[src/rtl/cache_pkg.sv]
// Shared definitions for the L1 data cache miss controller: controller state
// encoding, line geometry and the line-base address helper.
package cache_pkg;

   localparam int LINE_WORDS  = 4;
   localparam int OFFSET_BITS = $clog2(LINE_WORDS);

   typedef enum logic [1:0] {
      IDLE       = 2'd0,
      REFILL     = 2'd1,
      WRITE_MEM  = 2'd2,
      WRITE_DONE = 2'd3
   } ctrl_state_t;

   // Clear the word-offset and byte-offset bits so the address points at the
   // first word of its cache line.
   function automatic logic [31:0] line_base(input logic [31:0] addr, input int off_bits);
      logic [31:0] mask;
      mask = 32'hFFFF_FFFF << (off_bits + 2);
      return addr & mask;
   endfunction

endpackage

[src/rtl/cache_miss_ctrl_wbuf.sv]
// cache_wbuf: single-entry posted write buffer used by cache_miss_ctrl when
// CACHE_WBUF_EN is defined. Holds one store and presents it to memory as a
// write request until the memory acknowledges it.
module cache_wbuf #(
   parameter int XLEN = 32
) (
   input  logic            clk,
   input  logic            reset,
   input  logic            load,
   input  logic [XLEN-1:0] load_addr,
   input  logic [XLEN-1:0] load_data,
   input  logic            mem_ack,
   output logic            full,
   output logic            mem_req,
   output logic [XLEN-1:0] mem_addr,
   output logic [XLEN-1:0] mem_wdata
);

   logic [XLEN-1:0] addr_q;
   logic [XLEN-1:0] data_q;

   // Entry capture on a posted store, release on the drain acknowledge.
   always_ff @(posedge clk or posedge reset) begin
      if (reset) begin
         full   <= 1'b0;
         addr_q <= '0;
         data_q <= '0;
      end else if (load) begin
         full   <= 1'b1;
         addr_q <= load_addr;
         data_q <= load_data;
      end else if (full && mem_ack) begin
         full   <= 1'b0;
      end
   end

   assign mem_req   = full;
   assign mem_addr  = full ? addr_q : '0;
   assign mem_wdata = full ? data_q : '0;

endmodule

[src/rtl/cache_miss_ctrl.sv]
// cache_miss_ctrl: sequencing controller for the direct-mapped L1 data cache.
// Read hits complete in one cycle, read misses refill a full line from memory
// and then replay as a hit, stores are write-through without allocation.
// Optional feature macro: CACHE_WBUF_EN adds a single-entry posted write
// buffer (cache_wbuf) so stores no longer block on the memory write.
module cache_miss_ctrl #(
   parameter int LINE_WORDS = 4,
   parameter int XLEN       = 32
) (
   input  logic            clk,
   input  logic            reset,
   input  logic            cpu_req,
   input  logic            cpu_we,
   input  logic [XLEN-1:0] cpu_addr,
   input  logic [XLEN-1:0] cpu_wdata,
   output logic            cpu_stall,
   output logic            cpu_done,
   output logic [XLEN-1:0] cpu_rdata,
   input  logic            arr_hit,
   input  logic [XLEN-1:0] arr_rdata,
   output logic            arr_fill_en,
   output logic [XLEN-1:0] arr_fill_addr,
   output logic [XLEN-1:0] arr_fill_data,
   output logic            arr_fill_last,
   output logic            arr_wr_en,
   output logic            mem_req,
   output logic            mem_we,
   output logic [XLEN-1:0] mem_addr,
   output logic [XLEN-1:0] mem_wdata,
   input  logic            mem_ack,
   input  logic [XLEN-1:0] mem_rdata
);

   import cache_pkg::*;

   localparam int               CNT_W    = $clog2(LINE_WORDS);
   localparam logic [CNT_W-1:0] CNT_LAST = CNT_W'(LINE_WORDS - 1);

   ctrl_state_t     state;
   logic [CNT_W-1:0] cnt;
   logic [XLEN-1:0] base;
   logic [XLEN-1:0] wr_addr;
   logic [XLEN-1:0] wr_data;
   logic [XLEN-1:0] refill_addr;
   logic            rd_hit;
   logic            rd_miss;
   logic            wr_req;
   logic            refill_end;

   assign rd_hit      = cpu_req & ~cpu_we & arr_hit;
   assign rd_miss     = cpu_req & ~cpu_we & ~arr_hit;
   assign wr_req      = cpu_req & cpu_we;
   assign refill_addr = base + XLEN'({cnt, 2'b00});
   assign refill_end  = (state == REFILL) & mem_ack & (cnt == CNT_LAST);

`ifdef CACHE_WBUF_EN
   logic            wbuf_full;
   logic            wbuf_load;
   logic            wbuf_req;
   logic [XLEN-1:0] wbuf_addr;
   logic [XLEN-1:0] wbuf_data;

   // A store is posted only from IDLE and only into an empty entry; the refill
   // never overlaps a drain, so the ack is routed to the buffer outside REFILL.
   assign wbuf_load = (state == IDLE) & wr_req & ~wbuf_full;

   cache_wbuf #(.XLEN(XLEN)) u_wbuf (
      .clk       (clk),
      .reset     (reset),
      .load      (wbuf_load),
      .load_addr (cpu_addr),
      .load_data (cpu_wdata),
      .mem_ack   (mem_ack & (state != REFILL)),
      .full      (wbuf_full),
      .mem_req   (wbuf_req),
      .mem_addr  (wbuf_addr),
      .mem_wdata (wbuf_data)
   );
`endif

   // Controller FSM with registered CPU response (cpu_done, cpu_rdata).
   always_ff @(posedge clk or posedge reset) begin
      if (reset) begin
         state     <= IDLE;
         cnt       <= '0;
         base      <= '0;
         wr_addr   <= '0;
         wr_data   <= '0;
         cpu_done  <= 1'b0;
         cpu_rdata <= '0;
      end else begin
         cpu_done <= 1'b0;
         case (state)
            IDLE: begin
               if (rd_hit) begin
                  cpu_done  <= 1'b1;
                  cpu_rdata <= arr_rdata;
               end else if (rd_miss) begin
`ifdef CACHE_WBUF_EN
                  // The pending drain must reach memory before the refill.
                  if (!wbuf_full) begin
                     base  <= XLEN'(line_base(32'(cpu_addr), CNT_W));
                     cnt   <= '0;
                     state <= REFILL;
                  end
`else
                  base  <= XLEN'(line_base(32'(cpu_addr), CNT_W));
                  cnt   <= '0;
                  state <= REFILL;
`endif
               end else if (wr_req) begin
`ifdef CACHE_WBUF_EN
                  if (!wbuf_full) begin
                     cpu_done <= 1'b1;
                  end
`else
                  wr_addr <= cpu_addr;
                  wr_data <= cpu_wdata;
                  state   <= WRITE_MEM;
`endif
               end
            end
            REFILL: begin
               if (mem_ack) begin
                  if (cnt == CNT_LAST) begin
                     cnt   <= '0;
                     state <= IDLE;
                  end else begin
                     cnt <= cnt + CNT_W'(1);
                  end
               end
            end
            WRITE_MEM: begin
               if (mem_ack) begin
                  state <= WRITE_DONE;
               end
            end
            WRITE_DONE: begin
               if (cpu_req) begin
                  cpu_done <= 1'b1;
                  state    <= IDLE;
               end
            end
            default: state <= IDLE;
         endcase
      end
   end

   // Per-state decode of stall, memory and array controls; forced quiet in reset.
   always_comb begin
      cpu_stall     = 1'b0;
      arr_fill_en   = 1'b0;
      arr_fill_addr = '0;
      arr_fill_data = '0;
      arr_fill_last = 1'b0;
      arr_wr_en     = 1'b0;
      mem_req       = 1'b0;
      mem_we        = 1'b0;
      mem_addr      = '0;
      mem_wdata     = '0;
      if (!reset) begin
         case (state)
            IDLE: begin
`ifdef CACHE_WBUF_EN
               cpu_stall = rd_miss | (wr_req & wbuf_full);
               arr_wr_en = wbuf_load & arr_hit;
               mem_req   = wbuf_req;
               mem_we    = wbuf_req;
               mem_addr  = wbuf_addr;
               mem_wdata = wbuf_data;
`else
               cpu_stall = rd_miss | wr_req;
`endif
            end
            REFILL: begin
               cpu_stall     = 1'b1;
               mem_req       = 1'b1;
               mem_addr      = refill_addr;
               arr_fill_en   = mem_ack;
               arr_fill_addr = refill_addr;
               arr_fill_data = mem_ack ? mem_rdata : '0;
               arr_fill_last = refill_end;
            end
            WRITE_MEM: begin
               cpu_stall = 1'b1;
               mem_req   = 1'b1;
               mem_we    = 1'b1;
               mem_addr  = wr_addr;
               mem_wdata = wr_data;
            end
            WRITE_DONE: begin
               arr_wr_en = cpu_req & arr_hit;
            end
            default: cpu_stall = 1'b0;
         endcase
      end
   end

endmodule

[config.mk]
export PLATFORM = sky130hd
export DESIGN_NAME = cache_miss_ctrl
export DESIGN_NICKNAME = d
export VERILOG_FILES = /design/src/rtl/cache_pkg.sv /design/src/rtl/cache_miss_ctrl_wbuf.sv /design/src/rtl/cache_miss_ctrl.sv
export SDC_FILE = /design/constraint.sdc
export NUM_CORES = 1
export LEC_CHECK = 0
export BUFFER_PORTS_ARGS = -buffer_cell sky130_fd_sc_hd__clkbuf_2
export CAP_MARGIN = 20
export CORE_ASPECT_RATIO = 1.5
export CORE_MARGIN = 10
export CORE_UTILIZATION = 45
export CTS_CLUSTER_SIZE = 25
export DETAILED_ROUTE_END_ITERATION = 12
export GPL_ROUTABILITY_DRIVEN = 0
export MAX_ROUTING_LAYER = met4
export PLACE_DENSITY = 0.87
export SLEW_MARGIN = 20
export SYNTH_ARGS = -nofsm -noshare
export SYNTH_HDL_FRONTEND = slang
export SYNTH_SLANG_ARGS = --single-unit
[constraint.sdc]
create_clock -name clk -period 11.1 [get_ports clk]
set_clock_uncertainty 0.1 [all_clocks]
set_input_delay 1.11 -clock clk [delete_from_list [all_inputs] [get_ports clk]]
set_output_delay 1.11 -clock clk [all_outputs]
set_load 0.005 [all_outputs]
# Word-level counts from Yosys, hierarchy flattened
# Cells that the tools add are included.
# totals
in_bits	134
register_bits	129
out_inout_bits	167
elab_cells	77
# op_classes
n_reduce_logical	8
n_addsub	2
bitwise_logic	12
n_mux	37
n_eq_ne	11
# ops
cell	count
2-to-1 mux 32 bit	8
case mux 32 bit (2 select lines)	1
adder 32 x 4 -> 32 bit	1
2-to-1 mux 2 bit	11
2-to-1 mux 1 bit	13
!= test 2 bit, second input constant	5
case mux 2 bit (4 select lines)	1
AND reduction 4 bit	2
bitwise AND 1 bit	7
== test 2 bit, second input constant	3
AND reduction 6 bit	1
NOT 1 bit	4
case mux 1 bit (2 select lines)	2
case mux 2 bit (2 select lines)	1
!= test 3 bit, second input constant	1
AND reduction 3 bit	1
adder 2 x 1 -> 2 bit, second input constant	1
== test 2 x 1 -> 1 bit, second input constant	1
zero test 2 bit	1
!= test 2 x 1 -> 1 bit, second input constant	1
AND reduction 2 bit	1
nonzero test 2 bit	1
OR reduction 2 bit	1
bitwise OR 1 bit	1

# Depth between registers and ports, before layout
# logic_depth
ltp_word	6
mapped_depth	9
mapped_depth_nobuf	6

# Worst setup path after synthesis
# Ideal clock, no wire load.
# synth_path
path_type	input to output
from	in cpu_req
to	out cpu_stall
arrival_time_ns	1.963
slack_ns	7.927
t_required_ns	9.890
path_buffers	3
stages	6
cell_sequence	buf_4 and4bb_1 buf_2 buf_2 nor3_1 nor3_1
# synth_between
elab_chain_cells	5
word_cells_on_any_way	6
cone_classes	2 x mux; 4 x bitwise
# synth_lines
element	line_no	source
start: declaration	cache_miss_ctrl.sv:12	input logic cpu_req,
bitwise AND 1 bit (2 in a row)	cache_miss_ctrl.sv:51	assign rd_miss = cpu_req & ~cpu_we & ~arr_hit;
bitwise OR 1 bit *	cache_miss_ctrl.sv:172	cpu_stall = rd_miss | wr_req;
case mux 1 bit (2 select lines) *	cache_miss_ctrl.sv:162	case (state)
2-to-1 mux 1 bit *	cache_miss_ctrl.sv:161	if (!reset) begin
end: declaration	cache_miss_ctrl.sv:16	output logic cpu_stall,
# Every way passes the cells marked *; elsewhere a longest branch is shown, timed or not.

# Worst setup path after layout
# layout_path
from	in reset
to	out mem_addr[18]
# layout_between
elab_chain_cells	1
# layout_lines
element	line_no	source
start: declaration	cache_miss_ctrl.sv:11	input logic reset,
2-to-1 mux 32 bit	cache_miss_ctrl.sv:161	
end: declaration	cache_miss_ctrl.sv:28	output logic [XLEN-1:0] mem_addr,
# Every way passes these cells.

==> flow_summary.yaml <==
floorplan:
  initial_core_util_pct: 46.2
  row_count: 51
  fp.dieArea_sq_um: 18500
  fp.dieH_um: 162
  io-pin-count: 301
  core_area_sq_um: 13000
  die_span_in_x_um: 114
clocking:
  cts.htree.levels: 4
  max-clock-path-buffers: 2
  numCtsBuffers: 17
  postCtsSetupBuffers: 0
  clk_latency_ns: 0.40
  post_cts.resized_instances: 0
  clk_pin_slew_worst_paths_ns: 0.06
  cts_num_sinks: 129
  clock_tree.root_cell: "clkbuf_16"
  cts_tree: "built"
  cts_hold_buf: 0
logic_synthesis:
  syn_area_per_cell_sq_um: 10.0
  yosysWarnings: 0
  synth_area_sq_um: 6020
  asyncSetResetFlopFracSynth_pct: 100
  synth-main-ff-cell: "dfrtp_1"
  postSynthCellCount: 602
  number_of_enable_flip_flop_cells_after_synthesis: 0
  synth-seq-area-share_pct: 53.6
  synth.lib_cells_used.distinct: 26
  ys_ff_latch: 129
run_status:
  status: "complete, no violations"
timing:
  layout_min_cycle_time_ns: 4.43
  grt_setup_unrepaired: "false"
  setup_violations: 0
  final-max-slew-violation-count: 0
  hold_viol_final: 0
  finalCritPeriodShare_pct: 39.9
  slew_headroom_pct: 31.4
  max_freq_mhz: 226
  finalSetupTns_ns: 0
  worstMarginPinSlew_ns: 1.02
worst_setup_path:
  category_of_the_critical_setup_timing_path: "in -> out"
  critPathMaxFanout: 65
  critPathArrivalTime_ns: 3.22
  r2r_slack_ns: 8.57
  crit-reg2reg-launch: "state[1]"
  crit_path_end_kind: "primary output"
  rr_endpoint: "cnt[0]"
  crit_path_frequent_cell: "clkbuf_2"
  worstPathRequired_ns: 9.89
  startpoint_type: "input port"
  cp_slowest_stage_delay_ns: 0.83
  crit_chain: "clkbuf_2 > nor2b_4 > and2_2 > a22o_1 > clkbuf_2"
  critPathLaunch: "reset"
  cpMaxStageDelayCell: "nor2b_4"
  ff2ff_path_depth: 6
global_route:
  via_count_of_the_first_global_routing_pass: 5786
  maximum_number_of_pins_on_one_net_before_global_route_repair: 69
  use_met1_pct: 20.8
  wire_length_of_the_first_global_routing_pass_um: 30400
  global_route.peak_usage_layer: "met2"
  grt_overflow_total: 0
  track_usage_pct: 21.3
  grtUsageMet2_pct: 36.5
  grt_antenna_before_repair: 2
  met3_usage_pct: 7.08
place:
  post_dp_cell_area_sq_um: 7550
  port-buffer-count: 298
  place_hpwl_um: 15000
  place.detailed.instances: 1020
pwr:
  pwr_dens_nw_per_um2: 248
  p_total_uw: 2020
  power.static_leakage_uw: 0.00462
  vdd.ir_drop.worst_v: 0.000150
drt:
  antenna_violating_nets_post_route: 0
  drt_first_iter_violations: 322
  wl_per_cell_um: 18.4
  drc: 0
  vias_per_cell: 5.11
  route.final.wire_length_um: 19400
  number_of_vias_in_the_routed_layout: 5390
  first_pass_iters: 4
cells_and_area:
  finalCoreUtilization_pct: 62.6
  most_frequent_cells_in_the_layout: "298 x clkbuf_2, 197 x nand2_1, 129 x dfrtp_1, 63 x and2_1, 60 x mux2_2"
  finish.instance_area_sq_um: 8150
  flow.area_growth_from_synthesis_pct: 35.4
  layout.cells.most_common: "clkbuf_2"
  instances_no_fill: 1054
  design.final.nets: 1020
  layout-drive-gt1-share_pct: 45.0
worst_hold_path:
  endpoint_of_the_worst_hold_path: "wr_data[22]"
  worstHoldStart: "wr_data[22]"
  hold_path.class: "reg -> reg"
  min_delay_path_depth: 2
flow_run:
  cap_violations: 0
[stage by stage]
| stage | setup slack, ns | hold slack, ns |
|---|---|---|
| finish | 6.67 | 0.363 |
| global route | 6.46 | 0.390 |
| CTS | 6.27 | 0.369 |
| detailed placement | 6.26 | 0.354 |
| global placement | 6.34 | 0.348 |
| floorplan | 6.45 | 0.337 |
[cells by family after synthesis]
family,after synthesis,synth area share (%)
other cells,1,0.0623
simple gates,316,24.6
fa+ha+maj,6,1.25
flops,129,53.6
buf+inv,49,3.70
mux,60,11.2
compound gates,41,5.49
[worst max path at each step]
stage / to / slack (ns) / cells past startpoint
after floorplan: base[10] / 6.45 / 1
after global placement: mem_addr[18] / 6.34 / 5
after detailed placement: mem_addr[18] / 6.26 / 5
after CTS: mem_addr[18] / 6.27 / 5
after global routing: mem_addr[18] / 6.46 / 6
final: mem_addr[18] / 6.67 / 5
[where the power goes]
part / switching, uW / leakage [uW] / internal, uW
clock: 215 / 0.000274 / 334
combinational: 319 / 0.00276 / 315
sequential: 143 / 0.00159 / 695
[cells in the mapped netlist (2+ instances only)]
cell	count	area [sq um]
a21oi_1	3	15.0
a22o_1	29	254
and2_1	65	407
and3_1	36	225
buf_2	16	80.1
buf_4	5	37.5
clkbuf_1	23	86.3
dfrtp_1	129	3230
ha_1	6	75.1
inv_1	5	18.8
mux2_2	60	676
nand2_1	197	739
nor2_1	5	18.8
nor2b_1	5	31.3
nor3_1	2	10.0
o21ai_0	5	25.0
o22a_1	2	17.5
[layout make-up]
class / instances / area [sq um]
inverters: 5 / 21.3
clock buffers: 18 / 429
flip-flops and latches: 129 / 3230
diodes: 2 / 5.00
well taps: 159 / 199
clock inverters: 14 / 156
multi-input cells: 425 / 2590
fillers: 1116 / 4870
repair buffers: 302 / 1520
[registers in the layout, indices dropped and copies added, names as in the netlist]
name,count
cpu_rdata,32
cpu_done,1
wr_addr,32
state,2
base,28
cnt,2
wr_data,32
[routing by layer]
metal  share of wire [%]  vias to the layer above
met2                  54                      245
met5                   0                        -
met3                 8.6                       49
met4                 3.9                        0
met1                  34                     2574
li1                    -                     2522
[worst max-delay path: cells and delay by family]
family	cells	cell delay (ns)
simple gates	2	1.53
buf+inv	2	0.32
compound gates	1	0.24
No activity file was read; power rests on OpenSTA's default activity.
